[src/rtl/branch_checkpoint_manager.sv]
// ============================================================================
// Module      : branch_checkpoint_manager
// Description : In-order ring of rename checkpoints with mispredict recovery.
//               Optional perf counters are built when CKPT_PERF_CNT_EN is defined.
// Revision    : 1.0 - initial release
// ============================================================================
`default_nettype none

module branch_checkpoint_manager #(
  parameter int CHECKPOINT_COUNT = 8,
  parameter int CP_BITS          = $clog2(CHECKPOINT_COUNT),
  parameter int DRAIN_CYCLES     = 1
) (
  input  logic               clk,
  input  logic               rst,
  input  logic               alloc_req,
  output logic               alloc_grant,
  output logic [CP_BITS-1:0] alloc_id,
  output logic               ckpt_stall,
  input  logic               resolve_valid,
  input  logic [CP_BITS-1:0] resolve_id,
  input  logic               resolve_mispredict,
  input  logic               ext_flush,
  output logic               flush,
  output logic [CP_BITS-1:0] flush_checkpoint,
  output logic               recovering,
  output logic [CP_BITS:0]   free_count,
  output logic [31:0]        perf_mispredicts,
  output logic [31:0]        perf_stall_cycles
);

  typedef enum logic [1:0] {
    S_IDLE  = 2'd0,
    S_FLUSH = 2'd1,
    S_DRAIN = 2'd2
  } state_e;

  localparam logic [CP_BITS:0] FULL_FREE  = (CP_BITS+1)'(CHECKPOINT_COUNT);
  localparam logic [3:0]       DRAIN_LOAD = (DRAIN_CYCLES > 0) ? 4'(DRAIN_CYCLES - 1) : 4'd0;

  state_e                      state_q, state_d;
  logic [CHECKPOINT_COUNT-1:0] live_q, live_d;
  logic [CHECKPOINT_COUNT-1:0] resolved_q, resolved_d;
  logic [CP_BITS-1:0]          head_q, head_d;
  logic [CP_BITS-1:0]          tail_q, tail_d;
  logic [CP_BITS-1:0]          x_q, x_d;
  logic [CP_BITS:0]            free_q, free_d;
  logic [3:0]                  drain_q, drain_d;

  logic [CP_BITS-1:0] w_age_rid;
  logic [CP_BITS-1:0] w_age_x;
  logic               w_rid_live;
  logic               w_mis_now;
  logic               w_good_res;
  logic               w_retire;
  logic               w_grant;

  assign w_age_rid  = resolve_id - head_q;
  assign w_age_x    = x_q - head_q;
  assign w_rid_live = live_q[resolve_id];
  // While recovering, only a branch older than the pending one may redirect.
  assign w_mis_now  = resolve_valid & resolve_mispredict & w_rid_live &
                      ((state_q == S_IDLE) | (w_age_rid < w_age_x));
  assign w_good_res = resolve_valid & ~resolve_mispredict & w_rid_live;
  assign w_retire   = live_q[head_q] & resolved_q[head_q] & ~w_mis_now;
  assign w_grant    = alloc_req & (state_q == S_IDLE) & (free_q != '0) &
                      ~w_mis_now & ~ext_flush;

  assign alloc_grant      = w_grant;
  assign alloc_id         = tail_q;
  assign ckpt_stall       = alloc_req & ~w_grant;
  assign flush            = (state_q == S_FLUSH);
  assign flush_checkpoint = x_q;
  assign recovering       = (state_q != S_IDLE);
  assign free_count       = free_q;

  always_comb begin
    state_d    = state_q;
    live_d     = live_q;
    resolved_d = resolved_q;
    head_d     = head_q;
    tail_d     = tail_q;
    x_d        = x_q;
    free_d     = free_q;
    drain_d    = drain_q;

    case (state_q)
      S_FLUSH: begin
        state_d = (DRAIN_CYCLES > 0) ? S_DRAIN : S_IDLE;
        drain_d = DRAIN_LOAD;
      end
      S_DRAIN: begin
        if (drain_q == 4'd0) state_d = S_IDLE;
        else                 drain_d = drain_q - 4'd1;
      end
      default: state_d = S_IDLE;
    endcase

    if (w_mis_now) begin
      for (int i = 0; i < CHECKPOINT_COUNT; i++) begin
        if ((CP_BITS'(i) - head_q) > w_age_rid) begin
          live_d[i]     = 1'b0;
          resolved_d[i] = 1'b0;
        end
      end
      resolved_d[resolve_id] = 1'b1;
      tail_d  = resolve_id + CP_BITS'(1);
      x_d     = resolve_id;
      free_d  = FULL_FREE - {1'b0, w_age_rid} - (CP_BITS+1)'(1);
      state_d = S_FLUSH;
    end else begin
      if (w_good_res) resolved_d[resolve_id] = 1'b1;
      if (w_retire) begin
        live_d[head_q]     = 1'b0;
        resolved_d[head_q] = 1'b0;
        head_d             = head_q + CP_BITS'(1);
      end
      if (w_grant) begin
        live_d[tail_q]     = 1'b1;
        resolved_d[tail_q] = 1'b0;
        tail_d             = tail_q + CP_BITS'(1);
      end
      free_d = free_q + {{CP_BITS{1'b0}}, w_retire} - {{CP_BITS{1'b0}}, w_grant};
    end

    if (ext_flush) begin
      state_d    = S_IDLE;
      live_d     = '0;
      resolved_d = '0;
      head_d     = '0;
      tail_d     = '0;
      free_d     = FULL_FREE;
      drain_d    = 4'd0;
    end
  end

  always_ff @(posedge clk) begin
    if (rst) begin
      state_q    <= S_IDLE;
      live_q     <= '0;
      resolved_q <= '0;
      head_q     <= '0;
      tail_q     <= '0;
      x_q        <= '0;
      free_q     <= FULL_FREE;
      drain_q    <= 4'd0;
    end else begin
      state_q    <= state_d;
      live_q     <= live_d;
      resolved_q <= resolved_d;
      head_q     <= head_d;
      tail_q     <= tail_d;
      x_q        <= x_d;
      free_q     <= free_d;
      drain_q    <= drain_d;
    end
  end

`ifdef CKPT_PERF_CNT_EN
  logic [31:0] perf_mis_q;
  logic [31:0] perf_stall_q;

  always_ff @(posedge clk) begin
    if (rst) begin
      perf_mis_q   <= '0;
      perf_stall_q <= '0;
    end else begin
      if (w_mis_now && !ext_flush && perf_mis_q != 32'hFFFF_FFFF)
        perf_mis_q <= perf_mis_q + 32'd1;
      if (ckpt_stall && perf_stall_q != 32'hFFFF_FFFF)
        perf_stall_q <= perf_stall_q + 32'd1;
    end
  end

  assign perf_mispredicts  = perf_mis_q;
  assign perf_stall_cycles = perf_stall_q;
`else
  assign perf_mispredicts  = 32'd0;
  assign perf_stall_cycles = 32'd0;
`endif

endmodule

`default_nettype wire

[config.mk]
export PLATFORM = sky130hd
export DESIGN_NAME = branch_checkpoint_manager
export DESIGN_NICKNAME = d
export VERILOG_FILES = /design/src/rtl/branch_checkpoint_manager.sv
export SDC_FILE = /design/constraint.sdc
export NUM_CORES = 1
export LEC_CHECK = 0
export CORE_ASPECT_RATIO = 0.9
export CORE_UTILIZATION = 26
export CTS_CLUSTER_DIAMETER = 100
export DETAILED_ROUTE_END_ITERATION = 8
export GPL_TIMING_DRIVEN = 0
export SLEW_MARGIN = 25
export SYNTH_ARGS = -nofsm -noshare
export SYNTH_HDL_FRONTEND = slang
export SYNTH_SLANG_ARGS = --single-unit
[constraint.sdc]
create_clock -name clk -period 7.03 [get_ports clk]
set_clock_uncertainty 0.05 [all_clocks]
set_input_delay 1.406 -clock clk [delete_from_list [all_inputs] [get_ports clk]]
set_output_delay 1.406 -clock clk [all_outputs]
set_load 0.02 [all_outputs]
==> results_dict.tcl, run 1 <==
set metrics [dict create \
    clk_pin_slew_ns 0.06 \
    clkSinkCount 35 \
    ioPinCount 87 \
    grt_max_degree 13 \
    nets 548 \
    max-vdd-ir-drop_mv 0.09582 \
    synth_top_family_by_area "buffers and inverters" \
    core_area_um2 12270 \
    place_area_um2 4003 \
    cap_violations 0 \
    clk_latency_ns 0.28 \
    instances_no_fill 666 \
    synthSimpleGateAreaFrac_pct 19.83 \
    yosysUniqueCellTypes 66 \
    status "finished clean" \
    die_area_um2 13300 \
    p_total_mw 0.5966 \
    track_usage_pct 14.84 \
    layout_min_cycle_time_ns 6.750 \
    synthXorXnorAreaFrac_pct 3.411 \
    cp-start-kind "primary input" \
    diodes 0 \
    synth_edf_count 0 \
    synth_compound_area_share_pct 18.67 \
    setup_tns_ns 0 \
    seq_area_um2 700.7 \
    antenna_found_initial 0 \
    cts_made_buffers 5 \
    cp_slowest_cell "clkdlybuf4s50_1" \
    drv_slew 0 \
    wl_per_cell_um 14.45 \
    p_per_area_nw_per_um2 141.9 \
    detail-route-antenna-nets 0 \
    grt_pass1_vias 2974 \
    setup_viol 0 \
    syn-instance-count 412 \
    muxShareOfSynthArea_pct 2.924 \
    final_area_um2 4204 \
    clock_path_buffers 2 \
    grt_pass1_wl_mm 15.21 \
    synth-seq-area-share_pct 20.99 \
    worstMarginPinSlew_ns 0.6038 \
    cp_top_family "buffers and inverters" \
    final_util_pct 34.27 \
    cpMostUsedCell "inv_1" \
    rows 38 \
    multiInputGateArea_um2 2217 \
    ys_seq_elements 35 \
    worstPathArrival_ns 5.29 \
    r2r_slack_ns 2.51 \
    cts_root_buf "clkbuf_16" \
    fillers 1267 \
    synth_adder_area_share_pct 13.42 \
    final_hold_viol_count 0 \
    drive_above_1_share_pct 22.13 \
    ys_warn_count 0 \
    p_leak_nw 1.892 \
    routed_wl_mm 9.626 \
    drt_first_iter_violations 296 \
    first_pass_iters 6 \
    syn_area_per_cell_um2 8.102 \
    hp-class "reg2reg" \
    start_util_pct 27.21 \
    synthArstFlopShare_pct 0 \
    num_vias 3121 \
    grt.overflow.total 0 \
    period_share_pct 96.01 \
    cp.required_ns 5.57 \
    slowest_delay_ns 0.62 \
    dpl.hpwl_mm 7.533 \
    h-tree-depth 2 \
    drc 0 \
    die_w_um 121.4 \
    max_freq_mhz 148.2 \
    rsz0062_at_grt "false" \
    dieHeight_um 109.5 \
    io_buffers 22 \
    area_growth_pct 25.94 \
    synthFlopType "dfxtp_1" \
    dpl.cell_count 657 \
    criticalPathCategory "in2out" \
    place_congestion 0.9539 \
    synthesis.area_um2 3338 \
    path_max_fanout 10 \
    slew_headroom_pct 59.75 \
    path_cells "clkdlybuf4s50_1, buf_2, inv_1, ha_1, inv_1, fa_1, xnor2_2, xnor2_4, inv_1, ha_1, o21ai_0, a32o_2, and2_1, nor3_2, nor2b_1, clkdlybuf4s50_1" \
    cts_tree "done" \
    cp_num_buf_inv 6 \
    viasPerCell 4.686 \
    end_kind "output pin" \
]
## logic make-up (layout without fill, tap and decap cells)
logic type	after synthesis	count (layout)
flip-flops	35	35
other	1	64
AND/OR/NAND/NOR	127	127
XOR/XNOR	13	13
adder cells (fa/ha/maj)	34	34
multiplexers	8	8
AO/OA/AOI/OAI	84	84
buffers and inverters	110	141
## cell usage in the layout (no fill, tap or decap), types with 7 or more instances in the layout
cell	count
buf_2	7
nor3_1	7
a21oi_1	16
clkdlybuf4s50_1	22
conb_1	64
nand3_1	11
ha_1	31
dfxtp_1	35
nor2b_1	7
inv_1	29
buf_4	67
o21a_1	7
nor2_1	21
nand2_1	39
o21ai_0	14
xnor2_1	7
and3_1	10
## cells in the mapped netlist, types with 2 or more instances
| library cell | count | area [um2] |
|---|---|---|
| nor3b_1 | 3 | 22.52 |
| o21ai_0 | 14 | 70.07 |
| a211oi_1 | 2 | 15.01 |
| fa_1 | 3 | 60.06 |
| nand2_1 | 39 | 146.4 |
| buf_6 | 2 | 22.52 |
| nand3b_1 | 5 | 37.54 |
| o21a_1 | 7 | 52.55 |
| nor2b_1 | 7 | 43.79 |
| and3_1 | 10 | 62.56 |
| mux2_2 | 4 | 45.04 |
| a21oi_1 | 16 | 80.08 |
| nor2_1 | 21 | 78.83 |
| xnor2_1 | 9 | 78.83 |
| or2_2 | 3 | 18.77 |
| a32o_1 | 3 | 30.03 |
| buf_4 | 66 | 495.5 |
| clkbuf_1 | 4 | 15.01 |
| a31o_2 | 3 | 26.28 |
| nand3_1 | 11 | 55.05 |
| nand2_2 | 2 | 12.51 |
| a31oi_1 | 4 | 25.02 |
| a41oi_1 | 2 | 17.52 |
| o211ai_1 | 4 | 30.03 |
| a22oi_1 | 4 | 30.03 |
| inv_1 | 29 | 108.9 |
| and2_1 | 4 | 25.02 |
| dfxtp_1 | 35 | 700.7 |
| nand4_1 | 5 | 31.28 |
| nor3_1 | 8 | 40.04 |
| a21o_1 | 2 | 15.01 |
| o22ai_1 | 5 | 31.28 |
| xor2_1 | 4 | 35.03 |
| buf_2 | 7 | 35.03 |
| mux2i_1 | 3 | 30.03 |
| nand2b_1 | 2 | 12.51 |
| ha_1 | 31 | 387.9 |
## worst paths after layout
check	start	depth (start not counted)	to
worst min-delay path	flush_checkpoint[0]$_SDFFE_PP0N_	2	flush_checkpoint[0]$_SDFFE_PP0N_
worst max register to register	head_q[1]$_SDFFE_PP0P_	18	free_count[2]$_SDFF_PP0_
worst max-delay path	resolve_id[0]	16	ckpt_stall
worst min register to register	flush_checkpoint[0]$_SDFFE_PP0N_	2	flush_checkpoint[0]$_SDFFE_PP0N_
## layout make-up
cell class,count,share of cell area (%)
Buffer,80,13.60
Clock inverter,3,1.042
Inverter,30,2.798
Clock buffer,5,2.976
Multi-Input combinational cell,330,52.74
Timing Repair Buffer,23,5.417
Tap cell,160,4.762
Sequential cell,35,16.67
## per-layer routing
metal  GRT usage (%)  wire (um)  up-vias
met5               0          0        -
met4           4.497        230        0
met3           2.801        761       20
met2           24.27       4356      160
met1           19.69       4278     1440
li1                -          -     1501
## registers in the layout, indices dropped and copies added (netlist names)
| register | count |
|---|---|
| live_q | 8 |
| resolved_q | 8 |
| drain_q | 4 |
| free_count | 4 |
| alloc_id | 3 |
| flush_checkpoint | 3 |
| head_q | 3 |
| state_q | 2 |
## stage by stage
step	worst slack, ns	hold slack [ns]
floorplan	0.7613	0.4214
global placement	-0.5433	0.4263
detailed placement	-0.2563	0.4269
CTS	0.1223	0.4353
global route	0.04597	0.4758
finish	0.2804	0.4401
## report_power, final
part	switching [mW]	internal, mW	total, mW
logic	0.0795	0.0551	0.135
registers	0.00205	0.201	0.203
clock network	0.0920	0.167	0.259
## repair_timing
item	CTS	global route
pin swaps	1	0
buffers inserted	1	0
gates cloned	0	0
gates resized for setup	2	2
endpoints found under the setup margin	2	2
hold buffers	0	0
## worst register-to-register path: stages (launching register included)
cell,delay (ns)
dfxtp_1,0.54
inv_1,0.29
fa_1,0.51
xnor2_2,0.26
xnor2_4,0.15
inv_1,0.06
ha_1,0.27
o21ai_0,0.08
a32o_2,0.35
and2_1,0.21
nor3_2,0.28
ha_1,0.28
inv_1,0.05
ha_1,0.15
inv_1,0.06
fa_1,0.38
xnor2_1,0.16
nand2_1,0.09
a21oi_1,0.20
(Power assumes the default switching activity.)
==> inputs of run 2 (changes only) <==
--- a/config.mk
+++ b/config.mk
@@ -14,3 +14,4 @@
 export SYNTH_ARGS = -nofsm -noshare
 export SYNTH_HDL_FRONTEND = slang
 export SYNTH_SLANG_ARGS = --single-unit
+export TNS_END_PERCENT = 50
==> results of run 2 <==
Same layout as run 1: the final DEF is identical, and so are final timing and power.
==> inputs of run 3 (changes only) <==
--- a/config.mk
+++ b/config.mk
@@ -6,10 +6,12 @@
 export NUM_CORES = 1
 export LEC_CHECK = 0
 export CORE_ASPECT_RATIO = 0.9
+export CORE_MARGIN = 2
 export CORE_UTILIZATION = 26
 export CTS_CLUSTER_DIAMETER = 100
 export DETAILED_ROUTE_END_ITERATION = 8
 export GPL_TIMING_DRIVEN = 0
+export SETUP_SLACK_MARGIN = 0.15
 export SLEW_MARGIN = 25
 export SYNTH_ARGS = -nofsm -noshare
 export SYNTH_HDL_FRONTEND = slang
==> constraint.sdc (replaced) <==
create_clock -name clk -period 7.1 [get_ports clk]
set_clock_uncertainty 0.05 [all_clocks]
set_input_delay 1.42 -clock clk [delete_from_list [all_inputs] [get_ports clk]]
set_output_delay 1.42 -clock clk [all_outputs]
set_load 0.02 [all_outputs]
==> run 3 against run 2 <==
Compared with the run above:
- first-iteration DRC count decreased by 21%
- utilization decreased by 0.90 points
- sequential share of layout area decreased by 0.054 points
- combinational power about the same
- clock power increased by 2%
- global-route usage decreased by 1.1 points
- routed wire length decreased by 3.4%
- die area increased by 3.5%
- critical endpoint unchanged
==> results_dict.tcl, run 3 (synthesis gave the netlist of run 1 again) <==
set metrics [dict create \
    status "finished clean" \
    wl_per_cell_um 13.84 \
    pre_cts_ws_ns -0.4643 \
    path_cells "clkdlybuf4s50_1, buf_2, inv_1, ha_1, inv_1, fa_1, xnor2_2, xnor2_2, inv_1, ha_1, o21ai_0, a32o_2, and2_1, nor3_2, nor2b_1, clkdlybuf4s50_1" \
    slew_headroom_pct 59.48 \
    clk_latency_ns 0.28 \
    grt_pass1_wl_mm 14.97 \
    grt.overflow.total 0 \
    num_vias 3037 \
    track_usage_pct 13.76 \
    p_total_mw 0.5987 \
    rows 39 \
    largestRegisters "live_q: 8 flops, resolved_q: 8 flops" \
    layout_min_cycle_time_ns 6.663 \
    period_share_pct 93.84 \
    final_cell_mix "buf_4, conb_1, nand2_1" \
    max_freq_mhz 150.1 \
    core_area_um2 12640 \
    rsz0062_at_grt "false" \
    cp_slowest_cell "clkdlybuf4s50_1" \
    clkSinkCount 35 \
    criticalPathCategory "in2out" \
    viasPerCell 4.519 \
    die_area_um2 13760 \
    io_buffers 22 \
    worstPathArrival_ns 5.19 \
    mostFrequentLayoutCell "buf_4" \
    cts_tree "done" \
    ioPinCount 87 \
    routed_wl_mm 9.299 \
    final_hold_viol_count 0 \
    hold_buffers 0 \
    hp-class "reg2reg" \
    start_util_pct 26.41 \
    antenna_found_initial 0 \
    h-tree-depth 2 \
    diodes 0 \
    end_kind "output pin" \
    cpMostUsedCell "inv_1" \
    p_per_area_nw_per_um2 141.9 \
    critPathLaunch "resolve_id[0]" \
    r2r_start "head_q[1]$_SDFFE_PP0P_" \
    cap_violations 0 \
    detail-route-antenna-nets 0 \
    clock_path_buffers 2 \
    drv_slew 0 \
    setup_slack_ns 0.4371 \
    cts_made_buffers 5 \
    grt_max_degree 12 \
    path_max_fanout 10 \
    p_leak_nw 1.904 \
    slowest_delay_ns 0.61 \
    setup_viol 0 \
    place_congestion 0.9044 \
    dieHeight_um 111.5 \
    area_growth_pct 26.35 \
    clk_pin_slew_ns 0.06 \
    r2r_slack_ns 2.73 \
    cp.required_ns 5.63 \
    first_pass_iters 5 \
    dpl.hpwl_mm 7.335 \
    cp-start-kind "primary input" \
    worstMarginPinSlew_ns 0.6014 \
    drive_above_1_share_pct 22.44 \
    final_area_um2 4218 \
    setup_tns_ns 0 \
    worstHoldStart "flush_checkpoint[0]$_SDFFE_PP0N_" \
    nets 550 \
    max-vdd-ir-drop_mv 0.1265 \
    drt_first_iter_violations 235 \
    cts_root_buf "clkbuf_16" \
    grt_pass1_vias 2919 \
    place_area_um2 4000 \
    drc 0 \
    die_w_um 123.4 \
]
run 3: repair_timing:
action,in CTS,in global routing
buffers inserted,1,2
pin swaps,1,1
gates resized for setup,1,3
setup endpoints to repair,2,2
run 3: cell type report:
class	count	area, um2
fill	1328	8421
buffer	80	571.8
clock buffer	6	138.9
tap	164	205.2
inverter	30	117.6
multi-input combinational	330	2206
timing repair buffer	25	242.7
sequential	35	700.7
clock inverter	2	35.03
run 3: through the flow:
| step | instances | util [%] | hold WS, ns |
|---|---|---|---|
| CTS | 670 | 33.15 | 0.4373 |
| global placement | 661 | 31.65 | 0.4256 |
| finish | 672 | 33.37 | 0.4385 |
| detailed placement | 661 | 31.65 | 0.4295 |
| floorplan | 475 | - | 0.4214 |
| global route | 672 | 33.37 | 0.4570 |
run 3: layer usage:
| layer | routed length, um | GRT usage (%) | vias up |
|---|---|---|---|
| met5 | 0 | 0 | - |
| met4 | 78 | 3.333 | 0 |
| met3 | 654 | 3.535 | 11 |
| met2 | 4126 | 20.66 | 121 |
| met1 | 4440 | 19.57 | 1404 |
| li1 | - | - | 1501 |
run 3: critical path: cells and delay by family:
kind,cells,cell delay (ns)
XOR/XNOR,2,0.37
AO/OA/AOI/OAI,2,0.46
AND/OR/NAND/NOR,3,0.43
adder cells (fa/ha/maj),3,0.93
buffers and inverters,6,1.58
run 3: worst paths after layout:
path	end	cells past startpoint
worst max register to register	free_count[2]$_SDFF_PP0_	19
worst min-delay path	flush_checkpoint[0]$_SDFFE_PP0N_	2
worst min register to register	flush_checkpoint[0]$_SDFFE_PP0N_	2
worst max-delay path	ckpt_stall	16
run 3: power by group:
part / switching [mW] / internal (mW)
clock network: 0.0897 / 0.175
registers: 0.00209 / 0.199
logic: 0.0786 / 0.0549
total: 0.170 / 0.428
